$ cat src/rtl/irrigation_pkg.sv
// Shared constants for the irrigation controller front end:
// debounce default, channel indices and debounce FSM encoding.
package irrigation_pkg;

   localparam int unsigned DEBOUNCE_DEFAULT = 50000;
   localparam int unsigned SENSOR_COUNT     = 7;

   localparam int CH_LOW_WATER  = 0;
   localparam int CH_MID_WATER  = 1;
   localparam int CH_HIGH_WATER = 2;
   localparam int CH_EARTH_HUM  = 3;
   localparam int CH_AIR_HUM    = 4;
   localparam int CH_LOW_TEMP   = 5;
   localparam int CH_SELECTOR   = 6;

   localparam logic [0:0] ST_IDLE     = 1'b0;
   localparam logic [0:0] ST_COUNTING = 1'b1;

endpackage

$ cat src/rtl/debounce_channel.sv
// One raw input: 2-flop synchroniser, debounce counter/FSM and
// the settled output level with a change strobe.
module debounce_channel
   import irrigation_pkg::*;
#(
   parameter int unsigned DEBOUNCE_CYCLES = DEBOUNCE_DEFAULT
) (
   input  logic clock,
   input  logic reset_n,
   input  logic i_raw,
   output logic o_level,
   output logic o_changed,
   output logic o_counting
);

   localparam int CW = $clog2(DEBOUNCE_CYCLES + 1);
   localparam logic [CW-1:0] LAST = CW'(DEBOUNCE_CYCLES - 1);

   logic          r_s1;
   logic          r_s2;
   logic          r_level;
   logic          r_changed;
   logic [0:0]    r_state;
   logic [CW-1:0] r_cnt;

   logic w_diff;
   logic w_done;

   // Candidate is judged against the output, so a bounce restarts qualification
   assign w_diff = (r_s2 != r_level);
   assign w_done = (r_state == ST_COUNTING) && w_diff && (r_cnt == LAST);

   always_ff @(posedge clock or negedge reset_n) begin
      if (!reset_n) begin
         r_s1      <= 1'b0;
         r_s2      <= 1'b0;
         r_level   <= 1'b0;
         r_changed <= 1'b0;
         r_state   <= ST_IDLE;
         r_cnt     <= '0;
      end else begin
         r_s1      <= i_raw;
         r_s2      <= r_s1;
         r_changed <= w_done;
         unique case (r_state)
            ST_IDLE: begin
               if (w_diff) begin
                  r_state <= ST_COUNTING;
                  r_cnt   <= CW'(1);
               end
            end
            ST_COUNTING: begin
               if (!w_diff) begin
                  r_state <= ST_IDLE;
                  r_cnt   <= '0;
               end else if (w_done) begin
                  r_level <= r_s2;
                  r_state <= ST_IDLE;
                  r_cnt   <= '0;
               end else begin
                  r_cnt <= r_cnt + CW'(1);
               end
            end
            default: begin
               r_state <= ST_IDLE;
               r_cnt   <= '0;
            end
         endcase
      end
   end

   assign o_level    = r_level;
   assign o_changed  = r_changed;
   assign o_counting = (r_state == ST_COUNTING);

endmodule

$ cat src/rtl/sensor_input_conditioner.sv
// Debounces the seven raw field inputs and derives the
// change strobe, selector press strobe and settled flag.
module sensor_input_conditioner
   import irrigation_pkg::*;
#(
   parameter int unsigned DEBOUNCE_CYCLES = DEBOUNCE_DEFAULT
) (
   input  logic clock,
   input  logic reset_n,
   input  logic raw_low_water_level,
   input  logic raw_mid_water_level,
   input  logic raw_high_water_level,
   input  logic raw_earth_humidity,
   input  logic raw_air_humidity,
   input  logic raw_low_temperature,
   input  logic raw_selector,
   output logic low_water_level,
   output logic mid_water_level,
   output logic high_water_level,
   output logic earth_humidity,
   output logic air_humidity,
   output logic low_temperature,
   output logic selector,
   output logic selector_pulse,
   output logic sensors_changed,
   output logic stable
);

   logic [SENSOR_COUNT-1:0] w_raw;
   logic [SENSOR_COUNT-1:0] w_level;
   logic [SENSOR_COUNT-1:0] w_changed;
   logic [SENSOR_COUNT-1:0] w_counting;
   logic [1:0]              r_startup;

   assign w_raw[CH_LOW_WATER]  = raw_low_water_level;
   assign w_raw[CH_MID_WATER]  = raw_mid_water_level;
   assign w_raw[CH_HIGH_WATER] = raw_high_water_level;
   assign w_raw[CH_EARTH_HUM]  = raw_earth_humidity;
   assign w_raw[CH_AIR_HUM]    = raw_air_humidity;
   assign w_raw[CH_LOW_TEMP]   = raw_low_temperature;
   assign w_raw[CH_SELECTOR]   = raw_selector;

   for (genvar g = 0; g < SENSOR_COUNT; g++) begin : g_ch
      debounce_channel #(
         .DEBOUNCE_CYCLES(DEBOUNCE_CYCLES)
      ) u_ch (
         .clock     (clock),
         .reset_n   (reset_n),
         .i_raw     (w_raw[g]),
         .o_level   (w_level[g]),
         .o_changed (w_changed[g]),
         .o_counting(w_counting[g])
      );
   end

   // Hold stable low until the synchronisers have been filled
   always_ff @(posedge clock or negedge reset_n) begin
      if (!reset_n) begin
         r_startup <= 2'd0;
      end else if (r_startup != 2'd2) begin
         r_startup <= r_startup + 2'd1;
      end
   end

   assign low_water_level  = w_level[CH_LOW_WATER];
   assign mid_water_level  = w_level[CH_MID_WATER];
   assign high_water_level = w_level[CH_HIGH_WATER];
   assign earth_humidity   = w_level[CH_EARTH_HUM];
   assign air_humidity     = w_level[CH_AIR_HUM];
   assign low_temperature  = w_level[CH_LOW_TEMP];
   assign selector         = w_level[CH_SELECTOR];

   assign sensors_changed = |w_changed;
   assign selector_pulse  = w_changed[CH_SELECTOR] & w_level[CH_SELECTOR];
   assign stable          = (r_startup == 2'd2) & ~(|w_counting);

endmodule

$ cat config.mk
export PLATFORM = sky130hd
export DESIGN_NAME = sensor_input_conditioner
export DESIGN_NICKNAME = d
export VERILOG_FILES = /design/src/rtl/irrigation_pkg.sv /design/src/rtl/debounce_channel.sv /design/src/rtl/sensor_input_conditioner.sv
export SDC_FILE = /design/constraint.sdc
export NUM_CORES = 1
export LEC_CHECK = 0
export ABC_AREA = 1
export BUFFER_PORTS_ARGS = -buffer_cell sky130_fd_sc_hd__buf_2
export CAP_MARGIN = 20
export CORE_MARGIN = 2
export CORE_UTILIZATION = 57
export DETAILED_ROUTE_END_ITERATION = 12
export HOLD_SLACK_MARGIN = 0.12
export PLACE_DENSITY_LB_ADDON = 0.05
export SLEW_MARGIN = 20
export SYNTH_ARGS = -nofsm -noshare
export SYNTH_HDL_FRONTEND = slang
export SYNTH_SLANG_ARGS = --single-unit
$ cat constraint.sdc
create_clock -name clock -period 1.25 [get_ports clock]
set_input_delay 0.1875 -clock clock [delete_from_list [all_inputs] [get_ports clock]]
set_output_delay 0.1875 -clock clock [all_outputs]
set_load 0.01 [all_outputs]
==> reports/summary.txt <==
Status: finished with violations
Violated checks: negative setup slack
Row count: 44
RR Endpoint: g_ch[6].u_ch.r_cnt[11]
Chip width: 126 um
Peak VDD IR: 0.00107 V
Comb pwr share: 11.6%
Routed wire per std cell: 18.8 um
Internal power: 8.80 mW
Design Area, Final: 0.0131 mm^2
WL met2: 15.8 mm
Vias in the first global route: 8644
Clock Tree Root: clkbuf_16
R2r worst-path depth: 8
Final Hold Vio Count: 0
Syn Inst Count: 1155
Placed cell area: 0.0103 mm^2
Crit end category: primary output
CTS tree: built
H-tree levels: 4
Avg Inst Size Synth: 7.33 um^2
Final setup viols: 133
Finished Core Util: 90.4%
Crit Path Category: flop to primary output
Clk pin slew, worst setup/hold paths: 70 ps
Startpoint types: flop
Num ports: 19
GRT Overall Usage: 30.9%
Chip height: 126 um
Num CTS Buffers: 17
Vias per cell: 5.87
Fillers: 574
DRT Pass-1 Iters: 6
Final Cycle Share: 142%
Slew margin rel.: 75.5%
GR Overflow Total: 0
Number of max-cap violations: 0
Final Max Slew Viols: 0
Post-Synthesis Cell Area: 0.00846 mm^2
Worst hold path type: input pin to asynchronous set/reset pin
Largest net degree at the start of global routing: 35
Critical Path AT: 1590 ps
Antenna cells: 0
IO buf count: 18
NumNets Final: 1441
DR DRC count: 0
Antenna violations before repair: 0
Max Used Layer: met4
CTS Sinks: 149
Core Area: 0.0145 mm^2
Clk_lat worst skew: 430 ps
Worst R2R Start: g_ch[6].u_ch.r_cnt[13]
First-pass GRT wire length: 40.0 mm
Drt total wl: 30.4 mm
Clk_skew: 11.6 ps
Flip-flop and latch count after synthesis: 149
Layout cell share with drive strength beyond 1: 45.1%
Initial drt markers: 941
Syn Nets: 1172
Hpwl dp: 14.8 mm
Clk pwr share: 44.9%
Unrepaired setup endpoints after global routing: true
Layout area overhead: 55.2%
Sequential area share after synthesis: 44.1%
Starting Density: 58.2%
Vias: 9516
Min Tclk post-route: 1780 ps
Final worst slack: -529 ps
Wire length on met1: 11.0 mm
Sequential Power Share: 43.5%
Cell variety after synth: 33
YS warnings: 0
Post-DRT Antenna Nets: 0
Leak Pwr: 6.03 nW
Most common cell after layout, fill and taps aside: nand2_1
Met3 wire len: 2.16 mm
Sw Pwr: 2.94 mW
CP required: 1060 ps
CP max FO: 4
RD Place Congestion: 0.912
Slew @ Worst Pin: 366 ps
CTS max path bufs: 2
DIE AREA: 0.0158 mm^2
Sw frac: 25.0%
R2R setup slack: -290 ps
Most frequent cells in the layout: nand2_1 (303), buf_4 (168), dfrtp_1 (127)
PD cells: 894 mW/mm^2
Fmax: 562 MHz
## power groups by stage
stage / logic (mW) / registers (mW) / clock network (mW)
floorplan: 0.357 / 5.12 / 0
global route: 1.45 / 5.11 / 5.47
finish: 1.36 / 5.10 / 5.28
global placement: 0.810 / 5.11 / 0
detailed placement: 0.831 / 5.11 / 0
CTS: 1.08 / 5.06 / 5.25
## flip-flops by register name, indices dropped and copies added, names as in the netlist
signal	flops
g_ch.u_ch.o_counting	7
g_ch.u_ch.o_level	7
g_ch.u_ch.r_cnt	112
g_ch.u_ch.o_changed	7
r_startup	2
g_ch.u_ch.r_s2	7
g_ch.u_ch.r_s1	7
## through the flow
stage / std cells / hold WS, ps / setup WS [ps] / TNS, ps / power, mW
finish: 1621 / 212 / -529 / -18720 / 11.7
global route: 1621 / 236 / -556 / -25920 / 12.0
CTS: 1598 / 214 / -335 / -5110 / 11.4
detailed placement: 1530 / 104 / -140 / -5800 / 5.94
global placement: 1530 / 97.5 / -99.4 / -2710 / 5.92
floorplan: 1155 / -108 / -14.9 / -41.8 / 5.48
## worst max-delay path: stages, from the launching register on
cell     delay (ps)
dfrtp_1         470
inv_2           160
nand4_1         150
nor2_1          220
buf_2           170
## Yosys cell counts
library cell | number | area share [%]
nand2_1 | 371 | 16
dfrtp_1 | 149 | 44
nor2_1 | 139 | 6.2
inv_1 | 133 | 5.9
nand3_1 | 112 | 6.6
o21ai_0 | 30 | 1.8
o22ai_1 | 26 | 1.9
xor2_1 | 24 | 2.5
nand4_1 | 22 | 1.6
nor2_2 | 22 | 1.6
nand2_2 | 18 | 1.3
o21bai_1 | 18 | 1.6
xnor2_1 | 10 | 1.0
inv_2 | 9 | 0.40
o21ai_1 | 9 | 0.53
ha_1 | 8 | 1.2
nand3_2 | 8 | 0.95
a21oi_1 | 6 | 0.35
buf_4 | 6 | 0.53
nor2_4 | 6 | 0.80
nor3_1 | 5 | 0.30
nand2_4 | 4 | 0.53
or2_2 | 4 | 0.30
nor4_1 | 3 | 0.22
buf_2 | 2 | 0.12
inv_4 | 2 | 0.15
o21ai_2 | 2 | 0.21
xnor2_2 | 2 | 0.38
buf_6 | 1 | 0.13
clkbuf_2 | 1 | 0.059
nor3_2 | 1 | 0.12
o211ai_1 | 1 | 0.089
or2_1 | 1 | 0.074
## logic make-up (layout without fill, tap and decap cells)
kind of cell	after synthesis	after routing	synth area share (%)
AO/OA/AOI/OAI	92	92	6.47
XOR/XNOR	36	36	3.90
adder cells (fa/ha/maj)	8	8	1.18
buffers and inverters	154	435	7.29
flip-flops	149	149	44.1
AND/OR/NAND/NOR	716	717	37.1
## layout make-up
cell class / count / area, um^2 / area share, %
inverters: 144 / 588 / 4.48
clock inverters: 9 / 126 / 0.962
multi-input cells: 853 / 5660 / 43.1
well taps: 184 / 230 / 1.75
repair buffers: 258 / 2300 / 17.5
clock buffers: 23 / 468 / 3.56
repair inverters: 1 / 7.51 / 0.0571
flip-flops and latches: 149 / 3760 / 28.6
## worst max path at each step
stage / startpoint / end / slack (ps) / cells after the start
floorplan: g_ch[2].u_ch.r_cnt[0] / g_ch[2].u_ch.r_cnt[14] / -10 / 8
global placement: g_ch[4].u_ch.r_cnt[0] / g_ch[4].u_ch.r_cnt[12] / -100 / 8
detailed placement: g_ch[4].u_ch.r_cnt[0] / g_ch[4].u_ch.r_cnt[12] / -140 / 8
CTS: r_startup[0] / stable / -340 / 5
global route: g_ch[1].u_ch.o_counting / stable / -560 / 4
finish: g_ch[1].u_ch.o_counting / stable / -530 / 4
## metal layers
metal	vias up	track usage [%]
li1	4218	-
met1	4572	38.9
met2	558	53.6
met3	168	5.65
met4	0	10.9
met5	-	0
## what timing repair did
action                                 4_1_cts  5_1_grt
buffers inserted                            26       25
setup endpoints to repair                  112      141
pin swaps                                   73      117
resized for setup                          213      254
hold buffers                                 8        0
gates cloned                                 2        0
endpoints found under the hold margin      156        0
(Power assumes the default switching activity.)
